===== src/rtl/seg7_scan_decoder.sv =====
// Scan-bus receiver: waits for each multiplexed digit to settle, decodes it back to BCD
// and presents a complete frame on a valid/ready handshake. SEG7_ALT_GLYPH_EN adds alternate 6/7/9 glyphs.
module seg7_scan_decoder #(
    parameter int NUM_DIGITS    = 4,
    parameter int STABLE_CYCLES = 3
) (
    input  logic                    clk,
    input  logic                    rst_n,
    input  logic [6:0]              Segment,
    input  logic [NUM_DIGITS-1:0]   Digit_Sel,
    input  logic                    Frame_Ready,
    output logic [4*NUM_DIGITS-1:0] BCD_Out,
    output logic [NUM_DIGITS-1:0]   Digit_Err,
    output logic                    Frame_Valid,
    output logic                    Overrun
);

    localparam logic [1:0] WAIT_D0    = 2'd0;
    localparam logic [1:0] CAPTURE    = 2'd1;
    localparam logic [1:0] FRAME_DONE = 2'd2;

    localparam logic [3:0] CNT_SAMPLE = 4'(STABLE_CYCLES - 1);
    localparam logic [2:0] LAST_IDX   = 3'(NUM_DIGITS - 1);

    logic [6:0]              seg_q, seg_p;
    logic [NUM_DIGITS-1:0]   sel_q, sel_p;
    logic [3:0]              cnt;
    logic                    armed;
    logic                    stable;
    logic                    fire;
    logic [2:0]              idx;
    logic [3:0]              code;
    logic                    glyph_err;

    logic [1:0]              state;
    logic [2:0]              exp_idx;
    logic [4*NUM_DIGITS-1:0] buf_bcd;
    logic [NUM_DIGITS-1:0]   buf_err;

    function automatic logic [3:0] glyph_decode(input logic [6:0] s);
        logic [3:0] d;
        case (s)
            7'b1111110: d = 4'd0;
            7'b0110000: d = 4'd1;
            7'b1101101: d = 4'd2;
            7'b1111001: d = 4'd3;
            7'b0110011: d = 4'd4;
            7'b1011011: d = 4'd5;
            7'b1011111: d = 4'd6;
            7'b1110000: d = 4'd7;
            7'b1111111: d = 4'd8;
            7'b1111011: d = 4'd9;
`ifdef SEG7_ALT_GLYPH_EN
            7'b0011111: d = 4'd6;
            7'b1110010: d = 4'd7;
            7'b1110011: d = 4'd9;
`endif
            default:    d = 4'hF;
        endcase
        return d;
    endfunction

    assign stable    = ({seg_q, sel_q} == {seg_p, sel_p}) && $onehot(sel_q);
    assign fire      = stable && armed && (cnt == CNT_SAMPLE);
    assign code      = glyph_decode(seg_q);
    assign glyph_err = (code == 4'hF);

    always_comb begin
        idx = 3'd0;
        for (int i = 0; i < NUM_DIGITS; i++) begin
            if (sel_q[i]) idx = 3'(i);
        end
    end

    // Counter saturates at the sample point; armed ensures one sample per settled digit.
    always_ff @(posedge clk or negedge rst_n) begin
        if (!rst_n) begin
            seg_q <= '0;
            seg_p <= '0;
            sel_q <= '0;
            sel_p <= '0;
            cnt   <= '0;
            armed <= 1'b1;
        end else begin
            seg_q <= Segment;
            sel_q <= Digit_Sel;
            seg_p <= seg_q;
            sel_p <= sel_q;
            if (!stable) begin
                cnt   <= '0;
                armed <= 1'b1;
            end else begin
                if (cnt != CNT_SAMPLE) cnt <= cnt + 4'd1;
                if (fire) armed <= 1'b0;
            end
        end
    end

    always_ff @(posedge clk or negedge rst_n) begin
        if (!rst_n) begin
            state       <= WAIT_D0;
            exp_idx     <= '0;
            buf_bcd     <= '0;
            buf_err     <= '0;
            BCD_Out     <= '0;
            Digit_Err   <= '0;
            Frame_Valid <= 1'b0;
            Overrun     <= 1'b0;
        end else begin
            if (Frame_Valid && Frame_Ready) Frame_Valid <= 1'b0;

            case (state)
                WAIT_D0: begin
                    if (fire && idx == 3'd0) begin
                        buf_bcd <= {{(4*NUM_DIGITS-4){1'b0}}, code};
                        buf_err <= {{(NUM_DIGITS-1){1'b0}}, glyph_err};
                        exp_idx <= 3'd1;
                        state   <= (NUM_DIGITS == 1) ? FRAME_DONE : CAPTURE;
                    end
                end
                CAPTURE: begin
                    if (fire) begin
                        if (idx == exp_idx) begin
                            for (int i = 0; i < NUM_DIGITS; i++) begin
                                if (3'(i) == idx) begin
                                    buf_bcd[4*i +: 4] <= code;
                                    buf_err[i]        <= glyph_err;
                                end
                            end
                            exp_idx <= exp_idx + 3'd1;
                            if (idx == LAST_IDX) state <= FRAME_DONE;
                        end else if (idx == 3'd0) begin
                            // Out-of-order digit 0 restarts the frame rather than losing it.
                            buf_bcd <= {{(4*NUM_DIGITS-4){1'b0}}, code};
                            buf_err <= {{(NUM_DIGITS-1){1'b0}}, glyph_err};
                            exp_idx <= 3'd1;
                        end else begin
                            state <= WAIT_D0;
                        end
                    end
                end
                FRAME_DONE: begin
                    if (!Frame_Valid || Frame_Ready) begin
                        BCD_Out     <= buf_bcd;
                        Digit_Err   <= buf_err;
                        Frame_Valid <= 1'b1;
                    end else begin
                        Overrun <= 1'b1;
                    end
                    state <= WAIT_D0;
                end
                default: state <= WAIT_D0;
            endcase
        end
    end

endmodule

===== config.mk =====
export PLATFORM = sky130hd
export DESIGN_NAME = seg7_scan_decoder
export DESIGN_NICKNAME = d
export VERILOG_FILES = /design/src/rtl/seg7_scan_decoder.sv
export SDC_FILE = /design/constraint.sdc
export NUM_CORES = 1
export LEC_CHECK = 0
export BUFFER_PORTS_ARGS = -buffer_cell sky130_fd_sc_hd__buf_2
export CAP_MARGIN = 20
export CORE_MARGIN = 2
export CORE_UTILIZATION = 40
export CTS_BUF_LIST = sky130_fd_sc_hd__clkbuf_16
export CTS_CLUSTER_DIAMETER = 150
export DETAILED_ROUTE_END_ITERATION = 8
export HOLD_SLACK_MARGIN = 0.12
export PLACE_DENSITY = 0.66
export SETUP_SLACK_MARGIN = 0.02
export SKIP_LAST_GASP = 1
export SLEW_MARGIN = 20
export SYNTH_ARGS = -nofsm -noshare
export SYNTH_HDL_FRONTEND = slang
export SYNTH_SLANG_ARGS = --single-unit
export TNS_END_PERCENT = 30

===== constraint.sdc =====
create_clock -name clk -period 4.44 [get_ports clk]
set_clock_uncertainty 0.1 [all_clocks]
set_input_delay 0.888 -clock clk [delete_from_list [all_inputs] [get_ports clk]]
set_output_delay 0.888 -clock clk [all_outputs]
set_load 0.1 [all_outputs]

==> reports/metrics.csv, run 1 <==
stage;metric;value;unit
route;Post-DRT Antenna Nets;0;
critical_path;Crit path required time;4.55;ns
cells_and_area;net count of the finished layout;324;
synth;dominant cell by count in the synthesized netlist;sky130_fd_sc_hd__dfrtp_1;
timing;Final period util;79.8;%
synth;synthesized netlist cell count;266;
global_route;gr ovfl total;0;
clock_network;latest clock arrival within the worst-skew pair;0.33;ns
route;detailed-route wire length per cell;15.0;µm
synth;number of enable flip-flop cells after synthesis;0;
critical_path;number of buffer and inverter stages on the critical path;3;
synth;area share of the leading cell type in the synthesized netlist;55.9;%
synth;register bit count reported by yosys;74;
route;Routed WL;6160;µm
timing;Finish-stage setup viols;0;
clock_network;deepest clock path buffer count;2;
clock_network;clock slew at reported path FFs;0.06;ns
global_route;antenna violations before repair;0;
die;full die area;8910;µm²
route;first-iteration detailed-routing DRC count;138;
synth;async set-reset flop share out of synthesis;100;%
job;reported max-cap violation count;0;
route;first-pass detailed-route iteration total;4;
synth;post-synth cell types;56;
clock_network;root buffer cell;sky130_fd_sc_hd__clkbuf_16;
synth;cells taking the most area after synthesis;sky130_fd_sc_hd__dfrtp_1, sky130_fd_sc_hd__mux2_2, sky130_fd_sc_hd__xor2_1;
synth;dominant cell type by area after synthesis;sky130_fd_sc_hd__dfrtp_1;
timing;Slew HR;39.4;%
clock_network;post-cts resize count;0;
global_route;pin count of the biggest net entering global routing;75;
synth;post-synthesis area per instance;12.3;µm²
clock_network;clock buffers created by TritonCTS;9;
critical_path;cell chain of the critical path;inv_1, fa_1, inv_1, ha_1, ha_1, or3b_1, nor4_1, nand4_1, buf_4, nor4_4, mux2_2;
die;Die W;94.4;µm
timing;measured slew at the worst slew-check pin;0.904;ns
min_path;worst hold-check path type;flip-flop to flip-flop;
synth;proportion of synthesized chip area in sequential cells;56.7;%
power;total leakage power;1.82;nW
global_route;wire length of the first global-routing pass;10800;µm
clock_network;setup bufs post-CTS;0;
critical_path;Data arrival, critical path;3.66;ns
critical_path;critical path class;flip-flop to flip-flop;
synth;total standard cell area after synthesis;3270;µm²
placed_design;total half-perimeter wirelength after legalization and detailed placement;4350;µm
route;count of vias placed by the detailed router;2165;
die;Initial Utilization;41.9;%
timing;accumulated negative setup slack;0;ns
route;number of remaining DRC errors;0;
clock_network;total of hold buffers inserted after clock tree synthesis;0;
power;worst-case vdd ir drop;189;µV
cells_and_area;share of post-route cells with drive strength above 1;28.5;%
timing;post-layout worst setup margin;0.896;ns
critical_path;delay contributed by the slowest stage of the critical path;0.52;ns
placed_design;Port Buffers;35;
timing;RSZ-0062 raised after global routing;no;
cells_and_area;share of the core filled with cells;48.9;%
global_route;GRT Util Overall;15.6;%
cells_and_area;signed area change from the synthesized netlist to the final layout;16.9;%
placed_design;pre-CTS setup slack;0.890;ns
die;Die Span Y;94.4;µm
clock_network;Max H-tree Level;3;
power;power per cell area;379;nW/µm²
timing;Fmax;0.282;GHz
synth;post-synthesis net count;286;
timing;final-report hold violation count;0;
timing;Final min period;3.54;ns
die;Top Ports;36;
critical_path;critical path fanouts, max;12;
clock_network;clock sinks;74;
synth;top cell types by occurrence after synthesis;sky130_fd_sc_hd__dfrtp_1, sky130_fd_sc_hd__mux2_2, sky130_fd_sc_hd__inv_1;
die;area inside the core boundary;7810;µm²
outcome;outcome;completed;
route;Avg Vias per Cell;5.27;
synth;number of warnings printed during yosys synthesis;0;
critical_path;Critical Path Source Type;flip-flop;
timing;final max-slew violation count;0;
global_route;number of global-route vias before repair;2196;
critical_path;CP delay by family, top;simple AND/OR/NAND/NOR gates;
die;number of rows created at floorplan;32;
synth;prevailing post-synth register cell;sky130_fd_sc_hd__dfrtp_1;
cells_and_area;diode insertion count for antenna repair;0;
critical_path;worst-path cell with the longest stage delay;sky130_fd_sc_hd__fa_1;
critical_path;crit end category;flip-flop;
placed_design;gpl congestion;0.877;
clock_network;CTS tree;yes;
power;total power;1.45;mW
## placed cells by master, fill, tap and decap left out, drive strengths merged, types with 4 or more instances in the layout
| cell type | count |
|---|---|
| nor4 | 6 |
| clkbuf | 9 |
| nand2 | 12 |
| or3b | 4 |
| o21ai | 16 |
| inv | 16 |
| or3 | 7 |
| nand4 | 4 |
| ha | 5 |
| buf | 39 |
| clkinv | 5 |
| mux2i | 4 |
| xor2 | 14 |
| dfrtp | 73 |
| mux2 | 24 |
| nand3 | 4 |
| o31ai | 4 |
| o2bb2ai | 5 |
| nor2 | 13 |
## cells by family after synthesis
family	after synthesis	share of synthesized area (%)
AOI/OAI and AO/OA	47	10.0
DFF	74	56.7
buffers and inverters	27	4.21
adders and majority gates	6	2.53
muxes	28	9.49
xor gates and xnor gates	16	4.29
and+or+nand+nor	68	12.7
## where the power goes
group          total [mW]  switching [mW]  internal [mW]
Clock               0.693           0.264          0.428
Sequential          0.696          0.0110          0.685
Combinational      0.0582          0.0368         0.0213
Total                1.45           0.312           1.13
## worst reg2reg max path, cell delays in order, from the launching register on
cell and delay [ns]:
sky130_fd_sc_hd__dfrtp_1 0.37, sky130_fd_sc_hd__inv_1 0.07, sky130_fd_sc_hd__fa_1 0.52, sky130_fd_sc_hd__inv_1 0.04
sky130_fd_sc_hd__ha_1 0.17, sky130_fd_sc_hd__ha_1 0.26, sky130_fd_sc_hd__or3b_1 0.36, sky130_fd_sc_hd__nor4_1 0.42
sky130_fd_sc_hd__nand4_1 0.15, sky130_fd_sc_hd__buf_4 0.21, sky130_fd_sc_hd__nor4_4 0.36, sky130_fd_sc_hd__mux2_2 0.39
## final timing paths
check                         start  cells after the start         end  slack [ns]
max                        sel_q[0]                     11  buf_bcd[2]        0.90
min                        sel_q[0]                      0    sel_p[0]        0.32
max reg2reg                sel_q[0]                     11  buf_bcd[2]        0.90
min reg2reg                sel_q[0]                      0    sel_p[0]        0.32
max in group asynchronous     rst_n                      1  buf_bcd[9]        3.08
min in group asynchronous     rst_n                      1  BCD_Out[0]        0.60
## final cells by class
type / instances / area, µm²
clock buffer: 9 / 225
multi-input combinational: 165 / 1290
sequential: 74 / 1850
timing repair buffer: 39 / 208
fill: 735 / 3990
inverter: 15 / 56.3
tap: 102 / 128
clock inverter: 7 / 61.3
## flip-flops by register name, indices dropped and copies added (netlist names)
signal / count
BCD_Out: 16
buf_bcd: 16
seg_p: 7
seg_q: 7
Digit_Err: 4
buf_err: 4
cnt: 4
sel_p: 4
sel_q: 4
exp_idx: 3
state: 2
Frame_Valid: 1
Overrun: 1
armed: 1
## per-stage QoR
stage | hold slack (ns) | area, µm² | instances
after floorplan | 0.249 | 3270 | 266
after global placement | 0.299 | 3530 | 395
after detailed placement | 0.309 | 3530 | 395
after CTS | 0.323 | 3810 | 411
after global routing | 0.357 | 3820 | 411
final | 0.318 | 3820 | 411
## layer usage
layer | global-route usage, % | vias up | wire, µm
met3 | 4.55 | 11 | 293
met2 | 24.4 | 48 | 2830
met1 | 20.9 | 1082 | 2910
met4 | 5.43 | 0 | 131
met5 | 0 | - | 0
li1 | - | 1024 | -
Power figures use the tool's default switching activity.
==> run 2, diff against run 1 <==
Settings changed: PLACE_DENSITY 0.66 to 0.68.
Clock period 4.44 ns to 3.2 ns, I/O delays scaled along.
==> run 2 against run 1 <==
  * Sequential share of layout area fell by 1.8 points
  * Via count is 1.8% higher
  * Largest power group unchanged
  * Fmax is 14% higher
  * Clock power increased by 23%
  * Clock-buffer cell count unchanged
  * Sequential cell count unchanged
  * Die area is the same
  * First-iteration DRC count increased by 51%
  * Utilization increased by 1.9 points
  * Hold slack about the same
==> reports/metrics.csv, run 2 (synthesized netlist as in run 1, its figures left out) <==
stage;metric;value;unit
outcome;outcome;completed;
power;total leakage power;1.88;nW
route;first-pass detailed-route iteration total;4;
timing;Finish-stage setup viols;0;
timing;final max-slew violation count;0;
power;total net switching power;0.420;mW
power;combinational share of power;5.2;%
critical_path;Data arrival, critical path;3.24;ns
cells_and_area;Layout fillers;681;
route;first-iteration detailed-routing DRC count;209;
cells_and_area;most common cell after layout, fill and taps aside;sky130_fd_sc_hd__dfrtp_1;
critical_path;critical path class;flip-flop to flip-flop;
clock_network;total of hold buffers inserted after clock tree synthesis;0;
power;sequential fraction of design power;50.4;%
route;number of remaining DRC errors;0;
timing;Slew HR;40.6;%
die;Die W;94.4;µm
timing;Final period util;96.9;%
min_path;Hold Crit Depth;1;
job;reported max-cap violation count;0;
power;switching part of the total;21.9;%
timing;RSZ-0062 raised after global routing;yes;
cells_and_area;signed area change from the synthesized netlist to the final layout;21.3;%
route;detailed-route wire length per cell;15.0;µm
critical_path;worst reg2reg setup slack;0.10;ns
placed_design;total half-perimeter wirelength after legalization and detailed placement;4400;µm
power;power per cell area;484;nW/µm²
route;Avg Vias per Cell;5.18;
timing;measured slew at the worst slew-check pin;0.891;ns
clock_network;clock buffers created by TritonCTS;9;
die;number of rows created at floorplan;32;
global_route;pin count of the biggest net entering global routing;75;
die;area inside the core boundary;7810;µm²
power;cell internal power dissipation;1.50;mW
clock_network;deepest clock path buffer count;2;
die;Initial Utilization;41.9;%
clock_network;latest clock arrival within the worst-skew pair;0.32;ns
cells_and_area;share of post-route cells with drive strength above 1;34.4;%
power;total power;1.92;mW
global_route;gr ovfl total;0;
cells_and_area;diode insertion count for antenna repair;0;
timing;final-report hold violation count;0;
timing;Fmax;0.323;GHz
min_path;worst hold-check path type;input port to flip-flop;
global_route;wire length of the first global-routing pass;10500;µm
die;Top Ports;36;
route;count of vias placed by the detailed router;2203;
placed_design;placed cell areas;3610;µm²
clock_network;CTS tree;yes;
clock_network;root buffer cell;sky130_fd_sc_hd__clkbuf_16;
route;Post-DRT Antenna Nets;0;
cells_and_area;most frequent cells in the layout;sky130_fd_sc_hd__dfrtp_1, sky130_fd_sc_hd__buf_2, sky130_fd_sc_hd__mux2_2, sky130_fd_sc_hd__buf_4, sky130_fd_sc_hd__inv_1;
critical_path;critical register-to-register path startpoint;sel_q[0];
clock_network;clock sinks;74;
timing;accumulated negative setup slack;0;ns
placed_design;Port Buffers;35;
power;worst-case vdd ir drop;239;µV
clock_network;Max H-tree Level;3;
cells_and_area;cell area after layout;3970;µm²
critical_path;Critical Path Source Type;flip-flop;
critical_path;critical path fanouts, max;3;
cells_and_area;net count of the finished layout;338;
route;Routed WL;6380;µm
critical_path;crit end category;flip-flop;
critical_path;Worst Setup SP;sel_q[0];
die;full die area;8910;µm²
global_route;number of global-route vias before repair;2111;
placed_design;gpl congestion;0.834;
cells_and_area;registers with the highest flip-flop counts;BCD_Out x16, buf_bcd x16;
critical_path;Crit path required time;3.34;ns
global_route;antenna violations before repair;0;
global_route;GRT Util Overall;15.5;%
critical_path;destination of the worst register-to-register timing path;buf_bcd[12];
power;Clock power frac;44.4;%
die;Die Span Y;94.4;µm
clock_network;clock slew at reported path FFs;0.05;ns
timing;Final min period;3.10;ns
critical_path;R2R cell count;11;
min_path;Worst Hold End;seg_q[6];
min_path;Min-Delay Startpoint;Segment[6];
-- run 2: cell types whose count changed in the layout (fill, tap and decap cells not counted), moves of 2 or more --
cell	previous run	this run
sky130_fd_sc_hd__clkinv_2	3	1
sky130_fd_sc_hd__inv_2	0	2
sky130_fd_sc_hd__ha_1	5	3
sky130_fd_sc_hd__buf_4	5	18
sky130_fd_sc_hd__or3_4	0	2
sky130_fd_sc_hd__ha_4	0	2
sky130_fd_sc_hd__or3_1	6	4
-- run 2: repair_timing --
item	4_1_cts	5_1_grt
endpoints found under the setup margin	9	25
resized for setup	0	11
pin swaps	1	9
buffers inserted	1	5
-- run 2: power by group through the flow --
stage	Clock, mW	Sequential (mW)	Combinational, mW
floorplan	0	0.975	0.0606
global placement	0	0.982	0.0892
detailed placement	0	0.983	0.0910
CTS	0.881	0.966	0.0921
global route	0.923	0.969	0.112
finish	0.853	0.967	0.0993
-- run 2: area by class of cell --
cell class                      instances  area [µm²]  area share [%]
Clock buffer                            9         225            5.68
Multi-Input combinational cell        165        1350            34.1
Timing Repair Buffer                   53         317            7.98
Sequential cell                        74        1850            46.7
Inverter                               15        58.8            1.48
Tap cell                              102         128            3.22
Clock inverter                          7        31.3           0.789
-- run 2: through the flow --
stage	setup slack, ns	cells	hold WS (ns)	utilization [%]
global route	-0.0157	425	0.304	50.8
CTS	-0.0287	420	0.310	49.6
finish	0.100	425	0.318	50.8
detailed placement	-0.0411	403	0.355	46.2
global placement	0.0180	403	0.351	46.2
floorplan	-0.0727	266	0.244	-
-- run 2: worst max path at each step --
stage	to	slack (ns)	depth (start not counted)
3_3_place_gp	buf_bcd[6]	0.02	11
4_1_cts	buf_bcd[8]	-0.03	11
6_report	buf_bcd[12]	0.10	11
3_5_place_dp	buf_err[1]	-0.04	11
5_1_grt	buf_bcd[12]	-0.02	11
2_1_floorplan	buf_bcd[2]	-0.07	11
-- run 2: critical path, cell delays in order, from the launching register on --
cell and delay, ns:
sky130_fd_sc_hd__dfrtp_1 0.35, sky130_fd_sc_hd__inv_1 0.06, sky130_fd_sc_hd__fa_1 0.54, sky130_fd_sc_hd__inv_2 0.04, sky130_fd_sc_hd__ha_4 0.15, sky130_fd_sc_hd__ha_4 0.22
sky130_fd_sc_hd__or3b_4 0.41, sky130_fd_sc_hd__nor4_4 0.17, sky130_fd_sc_hd__buf_4 0.16, sky130_fd_sc_hd__nand3_1 0.10, sky130_fd_sc_hd__or4_4 0.56, sky130_fd_sc_hd__o21ai_1 0.16
-- run 2: layer usage --
metal  vias to the layer above  track usage [%]  part of all wire (%)
met2                        63             23.1                    48
met5                         -                0                     0
met4                         0             6.64                   1.3
li1                       1067                -                     -
met1                      1068             20.8                    46
met3                         5             5.03                   5.5
==> run 3, diff against run 2 <==
Settings changed: ABC_AREA set to 1, CTS_CLUSTER_SIZE set to 8.
==> run 3 against run 2 <==
  * Final area up 0.44%
  * Sequential cell count is the same
  * Final cell count increased by 21%
  * Power grew 8.3%
  * Non-clock buffer count down 17
  * Area after synthesis increased by 3.6%
  * Synthesized cell count rose by 36%
  * Critical path depth rose by 4
  * First-iteration DRC count fell by 21%
  * Utilization down 2.3 points
  * Clock-buffer cell count stayed put
  * Die area is 3.5% higher
==> reports/metrics.csv, run 3 <==
stage;metric;value;unit
outcome;outcome;completed;
synth;number of enable flip-flop cells after synthesis;0;
cells_and_area;most common cell after layout, fill and taps aside;sky130_fd_sc_hd__nand2_1;
critical_path;number of buffer and inverter stages on the critical path;3;
timing;Final min period;2.96;ns
timing;Final period util;92.4;%
power;combinational share of power;4.0;%
cells_and_area;multi-input combinational cell area;1330;µm²
die;full die area;9220;µm²
clock_network;clock slew at reported path FFs;0.05;ns
critical_path;delay contributed by the slowest stage of the critical path;0.48;ns
power;worst-case vdd ir drop;314;µV
route;number of remaining DRC errors;0;
critical_path;critical path class;flip-flop to flip-flop;
critical_path;CP delay by family, top;simple AND/OR/NAND/NOR gates;
route;first-pass detailed-route iteration total;4;
cells_and_area;diode insertion count for antenna repair;0;
clock_network;root buffer cell;sky130_fd_sc_hd__clkbuf_16;
die;number of rows created at floorplan;33;
synth;dominant cell type by area after synthesis;sky130_fd_sc_hd__dfrtp_1;
synth;area share of the leading cell type in the synthesized netlist;53.9;%
route;Routed WL;6180;µm
synth;top cell types by occurrence after synthesis;sky130_fd_sc_hd__nand2_1, sky130_fd_sc_hd__dfrtp_1, sky130_fd_sc_hd__inv_1;
cells_and_area;registers with the highest flip-flop counts;BCD_Out x16, buf_bcd x16;
timing;Finish-stage setup viols;0;
cells_and_area;share of post-route cells with drive strength above 1;22.9;%
critical_path;destination of the worst register-to-register timing path;buf_bcd[5];
cells_and_area;area taken by flip-flops and latches;1850;µm²
route;first-iteration detailed-routing DRC count;165;
clock_network;latest clock arrival within the worst-skew pair;0.33;ns
power;switching part of the total;20.6;%
cells_and_area;signed area change from the synthesized netlist to the final layout;17.6;%
placed_design;pre-CTS setup slack;0.281;ns
clock_network;setup bufs post-CTS;0;
clock_network;clock buffers created by TritonCTS;9;
synth;proportion of synthesized chip area in sequential cells;54.7;%
clock_network;post-cts resize count;0;
power;sequential fraction of design power;46.4;%
clock_network;CTS tree;yes;
clock_network;deepest clock path buffer count;2;
synth;dominant cell by count in the synthesized netlist;sky130_fd_sc_hd__nand2_1;
global_route;pin count of the biggest net entering global routing;75;
global_route;number of global-route vias before repair;2303;
timing;final-report hold violation count;0;
clock_network;clock sinks;74;
synth;cells taking the most area after synthesis;sky130_fd_sc_hd__dfrtp_1, sky130_fd_sc_hd__nand2_1, sky130_fd_sc_hd__mux2_2;
synth;number of warnings printed during yosys synthesis;0;
power;total leakage power;2.23;nW
critical_path;critical register-to-register path startpoint;sel_q[3];
placed_design;Port Buffers;35;
critical_path;most prevalent standard cell on the critical path;sky130_fd_sc_hd__nand2_1;
critical_path;worst-path cell with the longest stage delay;sky130_fd_sc_hd__fa_1;
timing;RSZ-0062 raised after global routing;yes;
critical_path;Critical Path Source Type;flip-flop;
route;Post-DRT Antenna Nets;0;
synth;post-synth cell types;33;
die;Initial Utilization;41.2;%
global_route;wire length of the first global-routing pass;10700;µm
timing;measured slew at the worst slew-check pin;0.899;ns
power;power per cell area;522;nW/µm²
min_path;worst hold-check path type;flip-flop to flip-flop;
die;area inside the core boundary;8220;µm²
synth;async set-reset flop share out of synthesis;100;%
power;Clock power frac;49.5;%
die;Die W;96.0;µm
timing;post-layout worst setup margin;0.244;ns
cells_and_area;cell area after layout;3980;µm²
route;detailed-route wire length per cell;12.0;µm
global_route;GRT Util Overall;15.4;%
synth;post-synthesis net count;383;
power;total net switching power;0.428;mW
synth;prevailing post-synth register cell;sky130_fd_sc_hd__dfrtp_1;
power;total power;2.08;mW
critical_path;Worst Setup SP;sel_q[3];
synth;total standard cell area after synthesis;3390;µm²
min_path;Hold Crit Depth;0;
critical_path;crit end category;flip-flop;
critical_path;worst reg2reg setup slack;0.24;ns
synth;register bit count reported by yosys;74;
timing;Fmax;0.338;GHz
cells_and_area;most frequent cells in the layout;sky130_fd_sc_hd__nand2_1, sky130_fd_sc_hd__dfrtp_1, sky130_fd_sc_hd__inv_1, sky130_fd_sc_hd__nand3_1, sky130_fd_sc_hd__buf_2;
timing;Slew HR;40.1;%
clock_network;total of hold buffers inserted after clock tree synthesis;0;
placed_design;gpl congestion;0.856;
cells_and_area;Layout fillers;761;
critical_path;critical path fanouts, max;9;
placed_design;total half-perimeter wirelength after legalization and detailed placement;4470;µm
critical_path;Setup crit end;buf_bcd[5];
critical_path;cell chain of the critical path;inv_2, fa_1, inv_1, ha_1, ha_1, inv_1, nand3_1, nor2_1, nand2_1, nor2_4, nand4_4, nand2_1, nand3_1, nand2_1, nand2_1;
die;Die Span Y;96.0;µm
cells_and_area;fin cells;515;
placed_design;placed cell areas;3670;µm²
timing;accumulated negative setup slack;0;ns
clock_network;Max H-tree Level;3;
power;cell internal power dissipation;1.65;mW
cells_and_area;net count of the finished layout;426;
placed_design;total placed cells including tap cells;500;
global_route;gr ovfl total;0;
die;Top Ports;36;
global_route;antenna violations before repair;0;
timing;final max-slew violation count;0;
route;count of vias placed by the detailed router;2451;
critical_path;R2R cell count;15;
synth;post-synthesis area per instance;9.33;µm²
synth;synthesized netlist cell count;363;
route;Avg Vias per Cell;4.76;
critical_path;Data arrival, critical path;3.07;ns
job;reported max-cap violation count;0;
critical_path;cell count along the critical path;15;
critical_path;Crit path required time;3.31;ns
-- run 3: cell count changes after synthesis, sizes merged, moves of 5 or more --
cell	delta
buf	-5
inv	+31
nand2	+90
nand3	+36
nor2	+19
nor4	-5
o2bb2ai	-5
or3	-7
xor2	-13
-- run 3: how the worst min path moves through the flow --
stage                       endpoint  slack (ns)       start
after CTS                   sel_p[0]        0.30    sel_q[0]
after detailed placement    sel_p[0]        0.28    sel_q[0]
final                       sel_p[0]        0.29    sel_q[0]
after floorplan           BCD_Out[0]        0.24       rst_n
after global placement      sel_p[0]        0.28    sel_q[0]
after global routing        seg_q[6]        0.30  Segment[6]
-- run 3: final cells by class --
type	count	area share (%)
Sequential cell	74	46.5
Multi-Input combinational cell	238	33.4
Clock buffer	9	5.66
Timing Repair Buffer	36	4.59
Inverter	47	4.43
Tap cell	105	3.30
Clock inverter	6	2.07
-- run 3: cells by family (layout without fill, tap and decap cells) --
family / after synthesis / in the layout / synth area share, %
simple gates: 184 / 184 / 24.7
flops: 74 / 74 / 54.7
buf+inv: 51 / 98 / 5.98
compound gates: 23 / 23 / 4.03
mux: 20 / 20 / 6.65
fa+ha+maj: 6 / 6 / 2.44
xor+xnor: 5 / 5 / 1.51
-- run 3: per-stage QoR --
stage	utilization, %	hold WS (ns)
6_report	48.5	0.293
5_1_grt	48.5	0.301
4_1_cts	48.5	0.296
3_5_place_dp	44.7	0.284
3_3_place_gp	44.7	0.280
2_1_floorplan	-	0.244
-- run 3: power by group through the flow --
stage	registers, mW	clock network (mW)	logic, mW
after floorplan	0.978	0	0.0478
after global placement	0.980	0	0.0829
after detailed placement	0.981	0	0.0864
after CTS	0.965	1.05	0.0870
after global routing	0.967	1.09	0.0990
final	0.965	1.03	0.0842
-- run 3: per-layer routing --
metal	part of all wire, %	GRT usage [%]
met5	0	0
met4	1.3	5.71
met3	3.9	4.54
met2	47	23.5
met1	48	20.8
